--- config.mk ---
export PLATFORM = sky130hd
export DESIGN_NAME = div_arbiter
export DESIGN_NICKNAME = d
export VERILOG_FILES = /design/src/rtl/div_arbiter.sv
export SDC_FILE = /design/constraint.sdc
export NUM_CORES = 1
export LEC_CHECK = 0
export BUFFER_PORTS_ARGS = -buffer_cell sky130_fd_sc_hd__buf_2
export CAP_MARGIN = 20
export CORE_AREA = 3 3 178 180
export DETAILED_ROUTE_END_ITERATION = 7
export DIE_AREA = 0 0 181 183
export GPL_ROUTABILITY_DRIVEN = 0
export PLACE_DENSITY = 0.66
export SYNTH_ARGS = -nofsm -noshare
export SYNTH_HDL_FRONTEND = slang
export SYNTH_SLANG_ARGS = --single-unit
--- constraint.sdc ---
create_clock -name clk -period 3.1 [get_ports clk]
set_input_delay 0.62 -clock clk [delete_from_list [all_inputs] [get_ports clk]]
set_output_delay 0.62 -clock clk [all_outputs]
set_load 0.01 [all_outputs]
--- src/rtl/div_arbiter.sv ---
// rtl/div_arbiter.sv - round-robin arbiter sharing one iterative divider among NREQ requesters
// Latches the winner's operands, starts the divider, and returns quotient/remainder/error with a done pulse.
module div_arbiter #(
  parameter int NREQ      = 4,
  parameter int GUARD_CYC = 2,
  parameter int TIMEOUT   = 255
) (
  input  logic                 clk,
  input  logic                 reset,
  input  logic [NREQ-1:0]      req,
  input  logic [32*NREQ-1:0]   dv_bus,
  input  logic [32*NREQ-1:0]   dr_bus,
  output logic [NREQ-1:0]      gnt,
  output logic [NREQ-1:0]      done,
  output logic [31:0]          result_out,
  output logic [31:0]          mod_out,
  output logic [1:0]           err_out,
  output logic                 busy,
  output logic                 div_init,
  output logic [31:0]          div_DV,
  output logic [31:0]          div_DR,
  input  logic                 div_ready,
  input  logic [31:0]          div_result,
  input  logic [31:0]          div_mod
);

  localparam int SW = $clog2(NREQ);
  localparam logic [NREQ-1:0] ONE = NREQ'(1);

  typedef enum logic [2:0] {S_IDLE, S_ISSUE, S_GUARD, S_WAIT, S_DONE} state_t;

  state_t        state;
  logic [SW-1:0] ptr;
  logic [SW-1:0] sel;
  logic [SW-1:0] win;
  logic [SW-1:0] cand;
  logic          found;
  logic [7:0]    gcnt;
  logic [7:0]    tcnt;
  logic [31:0]   dv_arr [NREQ];
  logic [31:0]   dr_arr [NREQ];

  for (genvar i = 0; i < NREQ; i++) begin : g_unpack
    assign dv_arr[i] = dv_bus[32*i +: 32];
    assign dr_arr[i] = dr_bus[32*i +: 32];
  end

  // First requester above the last winner, wrapping, so the last winner gets lowest priority.
  always_comb begin
    win   = '0;
    cand  = '0;
    found = 1'b0;
    for (int k = 1; k <= NREQ; k++) begin
      cand = SW'((int'(ptr) + k) % NREQ);
      if (!found && req[cand]) begin
        found = 1'b1;
        win   = cand;
      end
    end
  end

  always_ff @(posedge clk) begin
    if (!reset) begin
      state      <= S_IDLE;
      ptr        <= SW'(NREQ - 1);
      sel        <= '0;
      gnt        <= '0;
      done       <= '0;
      result_out <= '0;
      mod_out    <= '0;
      err_out    <= '0;
      busy       <= 1'b0;
      div_init   <= 1'b0;
      div_DV     <= '0;
      div_DR     <= '0;
      gcnt       <= '0;
      tcnt       <= '0;
    end else begin
      div_init <= 1'b0;
      done     <= '0;
      case (state)
        S_IDLE: begin
          if (found) begin
            sel    <= win;
            gnt    <= ONE << win;
            div_DV <= dv_arr[win];
            div_DR <= dr_arr[win];
            busy   <= 1'b1;
            // Divide-by-zero never reaches the divider.
            if (dr_arr[win] == 32'd0) begin
              state      <= S_DONE;
              done       <= ONE << win;
              result_out <= '1;
              mod_out    <= dv_arr[win];
              err_out    <= 2'b01;
            end else begin
              state    <= S_ISSUE;
              div_init <= 1'b1;
            end
          end
        end
        S_ISSUE: begin
          gcnt  <= 8'(GUARD_CYC);
          tcnt  <= '0;
          state <= S_GUARD;
        end
        S_GUARD: begin
          // div_ready may still be high from the previous operation here.
          gcnt <= gcnt - 8'd1;
          if (gcnt <= 8'd1) state <= S_WAIT;
        end
        S_WAIT: begin
          tcnt <= tcnt + 8'd1;
          if (div_ready) begin
            result_out <= div_result;
            mod_out    <= div_mod;
            err_out    <= 2'b00;
            done       <= gnt;
            state      <= S_DONE;
          end else if (tcnt + 8'd1 == 8'(TIMEOUT)) begin
            result_out <= '0;
            mod_out    <= '0;
            err_out    <= 2'b10;
            done       <= gnt;
            state      <= S_DONE;
          end
        end
        S_DONE: begin
          gnt   <= '0;
          ptr   <= sel;
          busy  <= 1'b0;
          state <= S_IDLE;
        end
        default: state <= S_IDLE;
      endcase
    end
  end

endmodule

==> results.md <==
* Highest-count cells in the layout ignoring fill and taps: buf_2, nand2_1, dfxtp_1
* Synth top area share at 34.6%
* Critical path class: input port to register
* WL/cell at 19.0 um
* Final global-route overflow total at 0
* Uppermost routed layer: met4
* FP Rows at 64
* Fill count at 3,092
* Comb pwr share at 42.6%
* I/O pins at 467
* Root buffer cell: clkbuf_16
* Final core utilization at 43.4%
* First-pass GRT wire length at 58,400 um
* Top FF cell, synth: dfxtp_1
* Final Setup Violations at 0
* Final instance area at 13,200 um2
* Share of cells above drive strength 1 at 34.4%
* Starting density of the core at 31.0%
* GRT Util Overall at 22.1%
* Worst EP arrival at 3.34 ns
* Clock Pin Slew Worst Setup and Hold Paths at 0.07 ns
* TritonCTS clock tree: yes
* Final max-slew violation count at 0
* H-tree depth at 4
* DIE AREA at 33,100 um2
* Crit-path max FO at 8
* R2r setup slk at 0.07 ns
* Pre-CTS setup slack at -0.411 ns
* Hold Crit Class: register to register
* DRT antenna net count at 0
* Critical Path Start Type: input port
* Flop pwr share at 32.9%
* Placed cell areas at 12,300 um2
* Critical path endpoint category: register
* Final hold vios at 0
* CTS max path bufs at 2
* Peak VDD IR at 0.369 mV
* Unrepaired setup endpoints after global routing: yes
* Yosys warns at 0
* DP HPWL at 29,600 um
* Sequential share of the synthesized area at 34.6%
* Max_slew headroom at 49.3%
* Post-route worst setup slack at 0.0612 ns
* Initial antenna violation count at 1
* Status: finished, final reports clean
* Leading area contributor after synthesis: dfxtp_1
* Clock latency on the worst-skew pair at 0.42 ns
* DIE HEIGHT at 183 um
* Pint at 5.21 mW
* Bufs and invs on worst path at 6
* Crit-path slowest cell: nor4_1
* Worst r2r path cells at 13
* Leakage at 6.00 nW
* Cells along the critical path: buf_2 -> o21a_1 -> a211oi_4 -> buf_12 -> buf_8 -> mux2i_1 -> mux2i_1 -> nor4_1 -> buf_4 -> and4b_1 -> buf_6 -> nand3_4 -> clkbuf_16 -> o221a_1
* WP data required at 3.41 ns
* Die width at 181 um
* Pwr Total at 8.80 mW
* Met2 WL post-DR at 19,700 um
* Worst hold stages at 2
* Most common cell after layout, fill and taps aside: buf_2
* Post-Synthesis Cell Area at 9420 um2
* Clk_skew at 0.0162 ns
* DR iter-0 viols at 677
* Area of the core at 30,300 um2
* Top post-synthesis cells by area: dfxtp_1, nand2_1, a21boi_0
* Routed Wire Length at 40,100 um
* Post-synth EDFFs at 0
* Post-synth cell types at 52
* TritonCTS buffer count at 17
* Max Clk Rate at 0.329 GHz
* Vias after detailed routing at 11,000
* Syn Area/Cell at 7.55 um2
* Fraction of registers with async set/reset at 0%
* Largest net degree at the start of global routing at 96
* Clock network power share at 24.5%
* Number of port buffers at 466
* Pre-antenna DRT Iters at 5
* Least-Margin Pin Slew at 0.756 ns
* Final nets at 2,025
* # DRC at 0
* Max incr delay on CP at 0.34 ns
* Setup TNS Final at 0 ns
* Post-synthesis register bit count at 163
* Total of max-cap violations at 0
* Sw Share at 40.8%
* Synth Instances at 1,248
* Power Density at 667 nW/um2
* CP most frequent cell: mux2i_1
* P&R area growth vs syn at 39.9%
* Crit path max-delay family: buffers and inverters
* Vias in the first global route at 10,100
* NetSw at 3.59 mW
* Critical path depth at 14
* Wl on met1 at 16,500 um
* Clock tree sinks at 163
* DR vias/cell at 5.23
* Period minus WS final at 3.04 ns
* Routed wire length on met3 at 2990 um
* Tcrit/Tclk final at 98.0%
* Mapped Nets at 1,579
cell usage after synthesis, drive strengths merged, types with 3 or more instances:
cell type	n
inv	7
and2	56
nand4	3
a311oi	16
a211oi	51
nor2b	26
o21a	5
or3	5
nand2b	5
clkbuf	84
o21ai	18
mux2i	44
nand3	48
nor3	16
nor4	19
xnor2	4
nor2	50
buf	27
dfxtp	163
nand3b	32
a31oi	37
o221a	33
nand2	322
and3	6
a21oi	61
ha	4
a21boi	87
or4	3
routing by layer:
metal  vias to the layer above  track usage (%)
met3                        57             5.02
met5                         -                0
met2                       454             37.8
met4                         0             6.73
met1                      5197             27.9
li1                       5300                -
path summary, 6_finish.rpt:
kind              startpoint           to
setup / recovery      req[1]  mod_out[18]
hold / removal    div_DV[25]   div_DV[25]
setup reg to reg      ptr[0]  mod_out[18]
hold reg to reg   div_DV[25]   div_DV[25]
sequential cells by signal, indices dropped and copies added, names as in the netlist:
register    count
ptr             2
busy            1
gcnt            8
mod_out        32
state           3
div_init        1
tcnt            8
sel             2
done            4
gnt             4
err_out         2
div_DV         32
div_DR         32
result_out     32
cell families after synthesis:
family / Yosys count / synth area share (%)
xor+xnor: 4 / 0.372
fa+ha+maj: 4 / 0.531
flops: 163 / 34.6
simple gates: 596 / 29.6
mux: 44 / 4.67
buf+inv: 118 / 5.33
compound gates: 319 / 24.8
worst register-to-register path: cells and delay by family (launching register included):
| kind | cells | cell delay (ns) |
|---|---|---|
| flops | 1 | 0.36 |
| compound gates | 2 | 0.50 |
| buf+inv | 5 | 0.85 |
| mux | 2 | 0.29 |
| simple gates | 4 | 0.90 |
layout make-up:
cell class / count / area (um2) / share of cell area, %
well taps: 396 / 495 / 3.76
repair buffers: 537 / 3070 / 23.3
diodes: 1 / 2.50 / 0.0190
clock buffers: 19 / 453 / 3.44
multi-input cells: 968 / 5730 / 43.5
flip-flops and latches: 163 / 3270 / 24.8
inverters: 7 / 26.3 / 0.199
clock inverters: 13 / 136 / 1.03
power groups by stage:
stage	logic (mW)	clock network (mW)	registers (mW)
global placement	3.61	0	2.92
CTS	3.70	2.22	2.89
global route	4.11	2.31	2.96
finish	3.75	2.15	2.90
detailed placement	3.66	0	2.94
floorplan	1.96	0	3.08
stage by stage:
step	cells	hold WS (ns)
after detailed placement	2051	0.453
after CTS	2086	0.462
after floorplan	1248	0.441
after global placement	2051	0.448
final	2104	0.458
after global routing	2104	0.480
what timing repair did:
| item | 4_1_cts | 5_1_grt |
|---|---|---|
| setup endpoints to repair | 32 | 59 |
| hold buffers | 0 | 0 |
| buffers inserted | 2 | 14 |
| pin swaps | 2 | 6 |
| gates resized for setup | 1 | 12 |
| cloned | 1 | 3 |
(Power assumes the default switching activity.)
